[config.mk]
export PLATFORM = sky130hd
export DESIGN_NAME = object_plotter
export DESIGN_NICKNAME = d
export VERILOG_FILES = /design/src/rtl/object_plotter.sv
export SDC_FILE = /design/constraint.sdc
export NUM_CORES = 1
export LEC_CHECK = 0
export CELL_PAD_IN_SITES_DETAIL_PLACEMENT = 1
export CELL_PAD_IN_SITES_GLOBAL_PLACEMENT = 1
export CORE_ASPECT_RATIO = 1.25
export CORE_UTILIZATION = 40
export CTS_CLUSTER_DIAMETER = 120
export DETAILED_ROUTE_END_ITERATION = 7
export PLACE_DENSITY = 0.81
export REMOVE_ABC_BUFFERS = 1
export SYNTH_ARGS = -nofsm -noshare
export SYNTH_HDL_FRONTEND = slang
export SYNTH_SLANG_ARGS = --single-unit
[constraint.sdc]
create_clock -name clk -period 7.25 [get_ports clk]
set_input_delay 1.0875 -clock clk [delete_from_list [all_inputs] [get_ports clk]]
set_output_delay 1.0875 -clock clk [all_outputs]
set_load 0.005 [all_outputs]
[src/rtl/object_plotter.sv]
// Erase-then-draw rectangle rasteriser feeding the VGA adapter.
// One pixel write per clock; all outputs registered.
module object_plotter #(
  parameter logic [7:0] MAX_X         = 8'd159,
  parameter logic [6:0] MAX_Y         = 7'd119,
  parameter logic [2:0] BG_COLOUR     = 3'b000,
  parameter logic [2:0] BALL_COLOUR   = 3'b111,
  parameter logic [2:0] PADDLE_COLOUR = 3'b010
) (
  input  logic       clk,
  input  logic       resetn,
  input  logic       start_plot,
  input  logic [1:0] object,
  input  logic [7:0] new_x,
  input  logic [6:0] new_y,
  input  logic [7:0] old_x,
  input  logic [6:0] old_y,
  input  logic [7:0] size_x,
  input  logic [6:0] size_y,
  output logic [7:0] vga_x,
  output logic [6:0] vga_y,
  output logic [2:0] vga_colour,
  output logic       vga_plot,
  output logic       busy,
  output logic       done,
  output logic       overrun
);

  typedef enum logic [1:0] {
    IDLE,
    ERASE,
    DRAW,
    FIN
  } state_t;

  state_t     state, stateNext;
  logic [7:0] cx, cxNext;
  logic [6:0] cy, cyNext;
  logic [1:0] obj, objNext;
  logic [7:0] nx, nxNext, ox, oxNext, sx, sxNext;
  logic [6:0] ny, nyNext, oy, oyNext, sy, syNext;

  logic       accept;
  logic       lastX, lastY;
  logic [7:0] baseX;
  logic [6:0] baseY;
  logic [8:0] sumX;
  logic [7:0] sumY;
  logic       plotNext;
  logic [2:0] colNext;

  assign accept = start_plot && (state == IDLE)
                  && (object != 2'b11);
  assign lastX  = (cx == sx - 8'd1);
  assign lastY  = (cy == sy - 7'd1);

  always_comb begin
    objNext = obj;
    nxNext  = nx;
    nyNext  = ny;
    oxNext  = ox;
    oyNext  = oy;
    sxNext  = sx;
    syNext  = sy;
    if (accept) begin
      objNext = object;
      nxNext  = new_x;
      nyNext  = new_y;
      oxNext  = old_x;
      oyNext  = old_y;
      sxNext  = size_x;
      syNext  = size_y;
    end
  end

  always_comb begin
    stateNext = state;
    cxNext    = cx;
    cyNext    = cy;
    unique case (state)
      IDLE: begin
        if (accept) begin
          cxNext = 8'd0;
          cyNext = 7'd0;
          if (size_x == 8'd0 || size_y == 7'd0)
            stateNext = FIN;
          else
            stateNext = ERASE;
        end
      end
      ERASE, DRAW: begin
        if (lastX) begin
          cxNext = 8'd0;
          if (lastY) begin
            cyNext = 7'd0;
            // bricks have no draw phase
            if (state == DRAW || obj == 2'b10)
              stateNext = FIN;
            else
              stateNext = DRAW;
          end else begin
            cyNext = cy + 7'd1;
          end
        end else begin
          cxNext = cx + 8'd1;
        end
      end
      FIN: stateNext = IDLE;
      default: stateNext = IDLE;
    endcase
  end

  // Output registers are loaded from the next scan position
  always_comb begin
    baseX = nxNext;
    baseY = nyNext;
    if (stateNext == ERASE && objNext != 2'b10) begin
      baseX = oxNext;
      baseY = oyNext;
    end
    sumX = {1'b0, baseX} + {1'b0, cxNext};
    sumY = {1'b0, baseY} + {1'b0, cyNext};
    plotNext = (stateNext == ERASE || stateNext == DRAW)
               && (sumX <= {1'b0, MAX_X})
               && (sumY <= {1'b0, MAX_Y});
    colNext = BG_COLOUR;
    if (stateNext == DRAW) begin
      unique case (1'b1)
        (objNext == 2'b00): colNext = BALL_COLOUR;
        (objNext == 2'b01): colNext = PADDLE_COLOUR;
        default:            colNext = BG_COLOUR;
      endcase
    end
  end

  always_ff @(posedge clk or negedge resetn) begin
    if (!resetn) begin
      state      <= IDLE;
      cx         <= 8'd0;
      cy         <= 7'd0;
      obj        <= 2'b00;
      nx         <= 8'd0;
      ny         <= 7'd0;
      ox         <= 8'd0;
      oy         <= 7'd0;
      sx         <= 8'd0;
      sy         <= 7'd0;
      vga_x      <= 8'd0;
      vga_y      <= 7'd0;
      vga_colour <= 3'b000;
      vga_plot   <= 1'b0;
      busy       <= 1'b0;
      done       <= 1'b0;
      overrun    <= 1'b0;
    end else begin
      state    <= stateNext;
      cx       <= cxNext;
      cy       <= cyNext;
      obj      <= objNext;
      nx       <= nxNext;
      ny       <= nyNext;
      ox       <= oxNext;
      oy       <= oyNext;
      sx       <= sxNext;
      sy       <= syNext;
      vga_plot <= plotNext;
      busy     <= (stateNext != IDLE);
      done     <= (stateNext == FIN);
      if (plotNext) begin
        vga_x      <= sumX[7:0];
        vga_y      <= sumY[6:0];
        vga_colour <= colNext;
      end
      if (start_plot && state != IDLE)
        overrun <= 1'b1;
    end
  end

endmodule

==> summary.txt, run 1 <==
CTS
  • Clock latency on the worst-skew pair: around 340 ps
  • Clock Tree Buf Depth: 2
  • Post-CTS resize count: 0
  • Root Driver: clkbuf_16
  • Num CTS Buffers: 9
  • Hold Buf Count CTS: 0
  • CTS Sinks: 85
  • Clock transition at the registers of the reported paths: 60 ps
  • Setup bufs post-CTS: 0
  • H-tree depth: 3
  • CTS tree: done

Hold path
  • HP Class: reg2reg
  • Hold EP: overrun$_DFFE_PN0P_
  • WHS Path Cells: 1
  • Hold_sp: overrun$_DFFE_PN0P_

Finish
  • Commonest cells after routing, fill and taps aside: 85 x dfrtp_1, 70 x clkdlybuf4s50_1, 69 x mux2_2
  • Most common cell after layout, fill and taps aside: dfrtp_1
  • Fraction of layout cells with a size suffix above 1: 0.201
  • Antenna cells: 0
  • Non-Filler Cell Area, Final: 6030 um^2
  • Final nets: 571
  • Area Overhead vs Synth: 24.3%
  • Post-layout util: 0.514
  • Non-filler cells, final: between 600 and 700

Pwr
  • Leakage: between 2 and 3 nW
  • Worst vdd ir: 0.0866 mV
  • Power Density: 167 nW/um^2

Timing
  • Worst-Margin Slew: around 1100 ps
  • Endpoints failing setup: 0
  • Max Clock Skew: 5.22 ps
  • Fmax: 154 MHz
  • Setup TNS Final: 0 ps
  • Unrepaired setup endpoints after global routing: false
  • Tmin final: 6510 ps
  • Max_slew headroom: 0.284
  • Final number of hold-violating endpoints: 0
  • Max-slew violation count: 0
  • Final period util: 0.898

Critical path
  • Crit start category: register
  • Max FO, Critical Path: 15
  • Arrival @ worst endpoint: 6740 ps
  • FF-to-FF End: vga_y[2]$_DFFE_PN0P_
  • Crit-path slowest cell: nor2_2
  • CP endpoint kind: register
  • FF-to-FF Start: sx[0]$_DFFE_PN0P_
  • Worst EP required: around 7500 ps
  • CP max stage delay: about 660 ps
  • Cells on worst reg2reg path: 21
  • R2R setup slack: 740 ps
  • Crit-path cells: inv_1, ha_1, xnor2_1, a211oi_1, o211ai_1, a211oi_4, nand2_1, mux2i_1, nand3_1, ha_1, o21ai_1, mux2_2, ha_1, fa_1, a211oi_1, o21bai_1, a21oi_1, o221a_2, o21ai_2, nor2_2, mux2_2
  • Cell mode on critical path: ha_1
  • WP buf/inv: 1
  • Cell family with most CP delay: compound AO/OA/AOI/OAI gates
  • Crit Path Class: reg2reg

Floorplanning
  • Starting density of the core: 0.414
  • Die width: about 100 um
  • IO Count: 72
  • Core area: 11,700 um^2
  • # rows: 44
  • Die height: 125 um
  • Die area: 12,600 um^2

Drt
  • Vias: about 3,600
  • # DRC: 0
  • Detail Route Antenna Nets: 0
  • Drt pass-1 iters: 4
  • DR WL/cell: 19.0 um
  • Post-DR vias/cell: around 5.4
  • Post-Route WL: approximately 13,000 um
  • DRT iter0 DRCs: 193

Placed design
  • DP Cell Count: 643
  • DP Area: 5710 um^2
  • Final Wtd Congestion: roughly 0.82
  • HPWL after DPL: 9160 um
  • Buffers on Ports: between 70 and 80

Synth
  • Seq/Total Area, Yosys: 0.438
  • Top cells by area, synth: dfrtp_1 44%, mux2_2 16%, ha_1 6.7%, xnor2_1 3.2%, xor2_1 2.5%
  • Post-Syn Area: 4850 um^2
  • Post-synth ARST share: 1.00
  • Seq cells post-synth: 85
  • Share of the synthesized area in the top cell type: 0.438
  • Mapped Avg Cell Area: about 11 um^2
  • Distinct cells, synth: 63
  • Leading area contributor after synthesis: dfrtp_1
  • Post-synth EDFFs: 0
  • Warning count from the yosys run: 0
  • Synth Flop Type: dfrtp_1
  • Post-Syn Instances: 422

Flow run
  • Max Cap Viol: 0

Global routing
  • Largest net degree at the start of global routing: between 80 and 90
  • Global Route Usage Sum: 0.215
  • Vias in the first global route: 4,100
  • Grt total ovfl: 0
  • Initial antenna violation count: 0
  • First-pass GRT wire length: 20,900 um

Outcome
  • Status: completed
through the flow:
| step | hold WS (ps) | total power [mW] | worst slack (ps) |
|---|---|---|---|
| finish | 490 | 1.00 | 737 |
| global route | 507 | 1.04 | 238 |
| CTS | 495 | 1.01 | 732 |
| detailed placement | 480 | 0.523 | 648 |
| global placement | 476 | 0.522 | 870 |
| floorplan | 451 | 0.484 | 1110 |
registers in the layout, summed over array words and instances (netlist names):
register and flops:
busy 1, cx 8, cy 7, done 1
nx 8, ny 7, obj 2, overrun 1
ox 8, oy 7, state 2, sx 8
sy 7, vga_colour 2, vga_plot 1, vga_x 8
vga_y 7
where the power goes:
part | internal [mW] | switching (mW) | total, mW
registers | 0.474 | 0.0000000000000000185 | 0.474
logic | 0.0233 | 0.0152 | 0.0385
clock network | 0.301 | 0.191 | 0.492
total | 0.799 | 0.206 | 1.00
worst register-to-register path: stages, from the launching register on:
cell	delay (ps)
dfrtp_1	440
inv_1	70
ha_1	300
xnor2_1	130
a211oi_1	230
o211ai_1	170
a211oi_4	430
nand2_1	210
mux2i_1	320
nand3_1	190
ha_1	240
o21ai_1	440
mux2_2	430
ha_1	220
fa_1	430
a211oi_1	310
o21bai_1	140
a21oi_1	250
o221a_2	270
o21ai_2	100
nor2_2	660
mux2_2	430
per-layer routing:
layer  wire length (um)  track usage  vias to the layer above
met1               5070        0.246                     1839
met2               6920        0.399                       54
met5                  0            0                        -
met4                278       0.0818                        0
li1                   -            -                     1673
met3                284       0.0302                       23
final cells by class:
class,count,area (um^2)
repair buffers,74,731
clock buffers,10,229
inverters,15,56.3
well taps,161,201
clock inverters,6,87.6
flip-flops and latches,85,2130
fillers,1246,5700
multi-input cells,308,2600
synth_stat cells (all sizes together) (9+ instances only):
master	count
inv	15
xor2	14
buf	11
a21oi	16
dfrtp	85
ha	26
and3	9
mux2	74
nor2	12
nand2	23
nand3	9
xnor2	18
o21ai	20
a21o	10
cell families after synthesis:
family | Yosys count | synth area share
and+or+nand+nor | 87 | 0.101
xor gates and xnor gates | 32 | 0.0578
AOI/OAI and AO/OA | 83 | 0.121
buffers and inverters | 29 | 0.0260
DFF | 85 | 0.438
adders and majority gates | 28 | 0.0753
muxes | 78 | 0.180
how the worst max path moves through the flow:
stage	startpoint	to	slack, ps	depth (start not counted)
2_1_floorplan	start_plot	vga_x[1]$_DFFE_PN0P_	1110	15
3_3_place_gp	size_y[2]	vga_y[2]$_DFFE_PN0P_	870	18
3_5_place_dp	size_y[2]	vga_x[6]$_DFFE_PN0P_	650	18
4_1_cts	sx[0]$_DFFE_PN0P_	vga_y[2]$_DFFE_PN0P_	730	21
5_1_grt	sx[0]$_DFFE_PN0P_	vga_y[2]$_DFFE_PN0P_	240	21
6_report	sx[0]$_DFFE_PN0P_	vga_y[2]$_DFFE_PN0P_	740	21
Note: power is estimated with default switching activity, not from simulation.
==> inputs of run 2 (changes only) <==
- GPL_TIMING_DRIVEN: unset -> 0
==> summary.txt, run 2 (same netlist as run 1, synthesis figures left out) <==
Outcome
  • Status: completed

CTS
  • CTS tree: done
  • Hold Buf Count CTS: 0
  • Num CTS Buffers: 9
  • Setup bufs post-CTS: 0
  • Root Driver: clkbuf_16
  • Post-CTS resize count: 0
  • Clock transition at the registers of the reported paths: approximately 60 ps
  • CTS Sinks: 85
  • H-tree depth: 3
  • Clock latency on the worst-skew pair: 340 ps
  • Clock Tree Buf Depth: 2

Critical path
  • Crit-path cells: clkdlybuf4s50_1, nand2_1, a21o_2, buf_12, nor2_1, a311oi_1, ha_1, o21ai_2, mux2_2, ha_1, fa_1, a211oi_1, o21bai_1, a21oi_1, o221a_2, o21ai_2, nor2_2, mux2_2
  • Worst EP required: roughly 7500 ps
  • R2R setup slack: 920 ps
  • Arrival @ worst endpoint: ~6800 ps
  • CP max stage delay: 660 ps
  • Cell family with most CP delay: compound AO/OA/AOI/OAI gates
  • CP endpoint kind: register
  • FF-to-FF End: vga_x[1]$_DFFE_PN0P_
  • Max FO, Critical Path: 33
  • Crit Path Class: in2reg
  • Crit start category: primary input
  • FF-to-FF Start: sx[0]$_DFFE_PN0P_
  • Crit-path slowest cell: nor2_2
  • Cells on worst reg2reg path: 21
  • WP buf/inv: 2

Timing
  • Hold slack: 486 ps
  • Final period util: 0.905
  • Max Clock Skew: 4.87 ps
  • Max-slew violation count: 0
  • Final number of hold-violating endpoints: 0
  • Fmax: 152 MHz
  • Unrepaired setup endpoints after global routing: false
  • Max_slew headroom: 0.348
  • Worst-Margin Slew: between 900 and 1000 ps
  • Tmin final: 6560 ps
  • Setup TNS Final: 0 ps
  • Endpoints failing setup: 0

Hold path
  • WHS Path Cells: 1
  • Hold_sp: overrun$_DFFE_PN0P_
  • HP Class: reg2reg
  • Hold EP: overrun$_DFFE_PN0P_

Finish
  • Fraction of layout cells with a size suffix above 1: 0.196
  • Final nets: 570
  • Area Overhead vs Synth: 23.8%
  • Commonest cells after routing, fill and taps aside: 85 x dfrtp_1, 70 x clkdlybuf4s50_1, 69 x mux2_2
  • Post-layout util: 0.512
  • Antenna cells: 0
  • Most common cell after layout, fill and taps aside: dfrtp_1
  • Non-filler cells, final: roughly 660
  • Filler cell count: 1,259

Global routing
  • Global Route Usage Sum: 0.213
  • Largest net degree at the start of global routing: 60
  • Grt total ovfl: 0
  • First-pass GRT wire length: 20,700 um
  • Initial antenna violation count: 0
  • Vias in the first global route: roughly 4,000

Pwr
  • Leakage: 2.82 nW
  • Worst vdd ir: 0.0763 mV
  • Power Total: 932 uW
  • Power Density: 155 nW/um^2

Floorplanning
  • IO Count: roughly 70
  • Die height: around 130 um
  • Core area: 11,700 um^2
  • Die area: 12,600 um^2
  • # rows: 44
  • Starting density of the core: 0.414
  • Die width: 100 um

Drt
  • Vias: 3,551
  • Detail Route Antenna Nets: 0
  • DRT iter0 DRCs: 110
  • Drt pass-1 iters: 4
  • DR WL/cell: 18.6 um
  • Post-Route WL: 12,200 um
  • # DRC: 0
  • Post-DR vias/cell: 5.40

Placed design
  • HPWL after DPL: 9340 um
  • DP Cell Count: 642
  • Final Wtd Congestion: ~0.78
  • Buffers on Ports: between 70 and 80

Flow run
  • Max Cap Viol: 0
## run 2: cell types whose count changed in the layout (fill, tap and decap cells not counted), moves of 2 or more
cell        delta
buf_4          -3
bufinv_16      -2
clkbuf_1       +2
clkinvlp_4     -3
## run 2: power by group
part,total (mW),switching [mW],internal (mW)
Sequential,0.474,0.0000000000000000176,0.474
Combinational,0.0408,0.0158,0.0249
Clock,0.417,0.178,0.239
## run 2: metrics by stage
step / instance area (um^2) / setup WS, ps
after floorplan: 4780 / 1110
after global placement: 5690 / -874
after detailed placement: 5740 / 346
after CTS: 6000 / 671
after global routing: 6000 / 338
final: 6000 / 687
## run 2: cell type report
cell class	count	area [um^2]	area share
multi-input combinational	308	2600	0.434
sequential	85	2130	0.354
timing repair buffer	73	756	0.126
clock buffer	13	250	0.0417
tap	161	201	0.0336
inverter	15	56.3	0.00938
clock inverter	2	10.0	0.00167
## run 2: routing by layer
metal / global-route usage / share of wire / vias to the layer above / wire, um
li1: - / - / 1673 / -
met1: 0.245 / 0.40 / 1817 / 4890
met2: 0.392 / 0.56 / 46 / 6830
met3: 0.0302 / 0.021 / 15 / 262
met4: 0.0810 / 0.018 / 0 / 224
met5: 0 / 0 / - / 0
## run 2: worst register-to-register path, delay by kind of cell, from the launching register on
family                   cells  cell delay, ps
buffers and inverters        1              70
adder cells (fa/ha/maj)      4            1220
XOR/XNOR                     1             130
AO/OA/AOI/OAI                9            2250
flip-flops                   1             450
multiplexers                 3            1080
AND/OR/NAND/NOR              3            1010
## run 2: worst max path at each step
stage                           from                    to  slack (ps)  depth (start not counted)
final                     start_plot  vga_x[1]$_DFFE_PN0P_         690                         18
after global placement    start_plot  vga_y[3]$_DFFE_PN0P_        -870                         15
after floorplan           start_plot  vga_x[1]$_DFFE_PN0P_        1110                         15
after detailed placement  start_plot  vga_y[0]$_DFFE_PN0P_         350                         18
after global routing      start_plot  vga_x[2]$_DFFE_PN0P_         340                         18
after CTS                 start_plot  vga_y[0]$_DFFE_PN0P_         670                         18
==> inputs of run 3 (changes only) <==
- RECOVER_POWER: unset -> 50
==> summary.txt, run 3 (same netlist as run 1, synthesis figures left out) <==
Floorplanning
  • Die area: 12,600 um^2
  • Starting density of the core: 0.414
  • Core area: around 12,000 um^2
  • # rows: 44
  • Die height: 125 um
  • IO Count: between 70 and 80
  • Die width: 100 um

CTS
  • Clock latency on the worst-skew pair: 340 ps
  • Clock transition at the registers of the reported paths: roughly 60 ps
  • H-tree depth: 3
  • Clock Tree Buf Depth: 2
  • Hold Buf Count CTS: 0
  • Num CTS Buffers: 9
  • Setup bufs post-CTS: 0
  • Post-CTS resize count: 0
  • CTS Sinks: 85
  • CTS tree: done
  • Root Driver: clkbuf_16

Pwr
  • Worst vdd ir: roughly 0.076 mV
  • Power Density: 156 nW/um^2
  • Leakage: 2.83 nW

Timing
  • Hold slack: 486 ps
  • Fmax: 150 MHz
  • Max_slew headroom: -1.10
  • Endpoints failing setup: 0
  • Worst-Margin Slew: approximately 3200 ps
  • Setup ws final: about 590 ps
  • Max Clock Skew: 4.92 ps
  • Tmin final: 6660 ps
  • Final period util: 0.919
  • Unrepaired setup endpoints after global routing: false
  • Setup TNS Final: 0 ps
  • Max-slew violation count: 60
  • Final number of hold-violating endpoints: 0

Drt
  • DRT iter0 DRCs: 137
  • Drt pass-1 iters: 4
  • DR WL/cell: 18.6 um
  • # DRC: 0
  • Detail Route Antenna Nets: 0
  • Post-Route WL: about 12,000 um
  • Post-DR vias/cell: 5.42
  • Vias: approximately 3,600

Finish
  • Area taken by multi-input logic gates: 2600 um^2
  • Filler cell count: 1,263
  • Reg area: 2130 um^2
  • Final nets: 570
  • Commonest cells after routing, fill and taps aside: 85 x dfrtp_1, 69 x mux2_2, 60 x clkdlybuf4s50_1
  • Antenna cells: 0
  • Area Overhead vs Synth: 23.2%
  • Fraction of layout cells with a size suffix above 1: 0.192
  • Non-Filler Cell Area, Final: roughly 6000 um^2
  • Post-layout util: 0.510
  • Most common cell after layout, fill and taps aside: dfrtp_1

Global routing
  • Initial antenna violation count: 0
  • Vias in the first global route: 4,117
  • Grt total ovfl: 0
  • Global Route Usage Sum: 0.213
  • First-pass GRT wire length: 20,700 um
  • Largest net degree at the start of global routing: 60

Critical path
  • Crit Path Class: in2reg
  • CP endpoint kind: register
  • Crit-path slowest cell: nor2_2
  • Crit start category: primary input
  • Crit-path cells: dlygate4sd3_1, nand2_1, a21o_2, buf_12, nor2_1, a311oi_1, ha_1, o21ai_2, mux2_2, ha_1, fa_1, a211oi_1, o21bai_1, a21oi_1, o221a_2, o21ai_2, nor2_2, mux2_2
  • Worst EP required: 7470 ps
  • CP max stage delay: 660 ps
  • Arrival @ worst endpoint: 6880 ps
  • Max FO, Critical Path: 33

Placed design
  • DP Worst Slack: 346 ps
  • HPWL after DPL: 9340 um
  • Buffers on Ports: 71
  • Final Wtd Congestion: a little under 0.8
  • DP Area: 5740 um^2

Flow run
  • Max Cap Viol: 2

Outcome
  • Status: complete, but fails checks
  • Failing checks: capacitance limit, slew limit

Hold path
  • HP Class: reg2reg
==> run 3: worst paths after layout <==
kind                                      from                   end  slack (ps)  depth (start not counted)
max                                 start_plot  vga_y[0]$_DFFE_PN0P_         590                         18
min                        overrun$_DFFE_PN0P_   overrun$_DFFE_PN0P_         490                          1
max reg2reg                  sx[0]$_DFFE_PN0P_  vga_y[0]$_DFFE_PN0P_         910                         21
min reg2reg                overrun$_DFFE_PN0P_   overrun$_DFFE_PN0P_         490                          1
max in group asynchronous               resetn       ny[2]$_DFF_PN0_        2500                          2
min in group asynchronous               resetn  vga_x[3]$_DFFE_PN0P_        1100                          1
==> run 3: cell type report <==
cell class	count	share of cell area
Clock buffer	13	0.0419
Clock inverter	2	0.00168
Inverter	15	0.00942
Multi-Input combinational cell	308	0.436
Sequential cell	85	0.356
Tap cell	161	0.0337
Timing Repair Buffer	73	0.122
==> run 3: routing by layer <==
metal | wire (um) | part of all wire | global-route usage | up-vias
met1 | 4900 | 0.40 | 0.245 | 1829
met2 | 6840 | 0.56 | 0.392 | 44
met4 | 224 | 0.018 | 0.0810 | 0
met5 | 0 | 0 | 0 | -
met3 | 256 | 0.021 | 0.0302 | 15
li1 | - | - | - | 1674
==> run 3: per-stage QoR <==
step                      power [mW]  cells
after floorplan                0.484    408
after global placement         0.522    640
after detailed placement       0.525    642
after CTS                      0.944    657
after global routing           0.960    657
final                          0.932    657
==> run 3: report_power, final <==
group	internal [mW]	switching [mW]	total, mW
registers	0.474	0.0000000000000000177	0.474
clock network	0.239	0.180	0.418
logic	0.0231	0.0156	0.0387
total	0.736	0.195	0.932
==> run 3: critical path: cells and delay by family <==
family / cells / cell delay [ps]
buffers and inverters: 2 / 870
and+or+nand+nor: 3 / 910
muxes: 2 / 800
AOI/OAI and AO/OA: 8 / 2280
adders and majority gates: 3 / 930
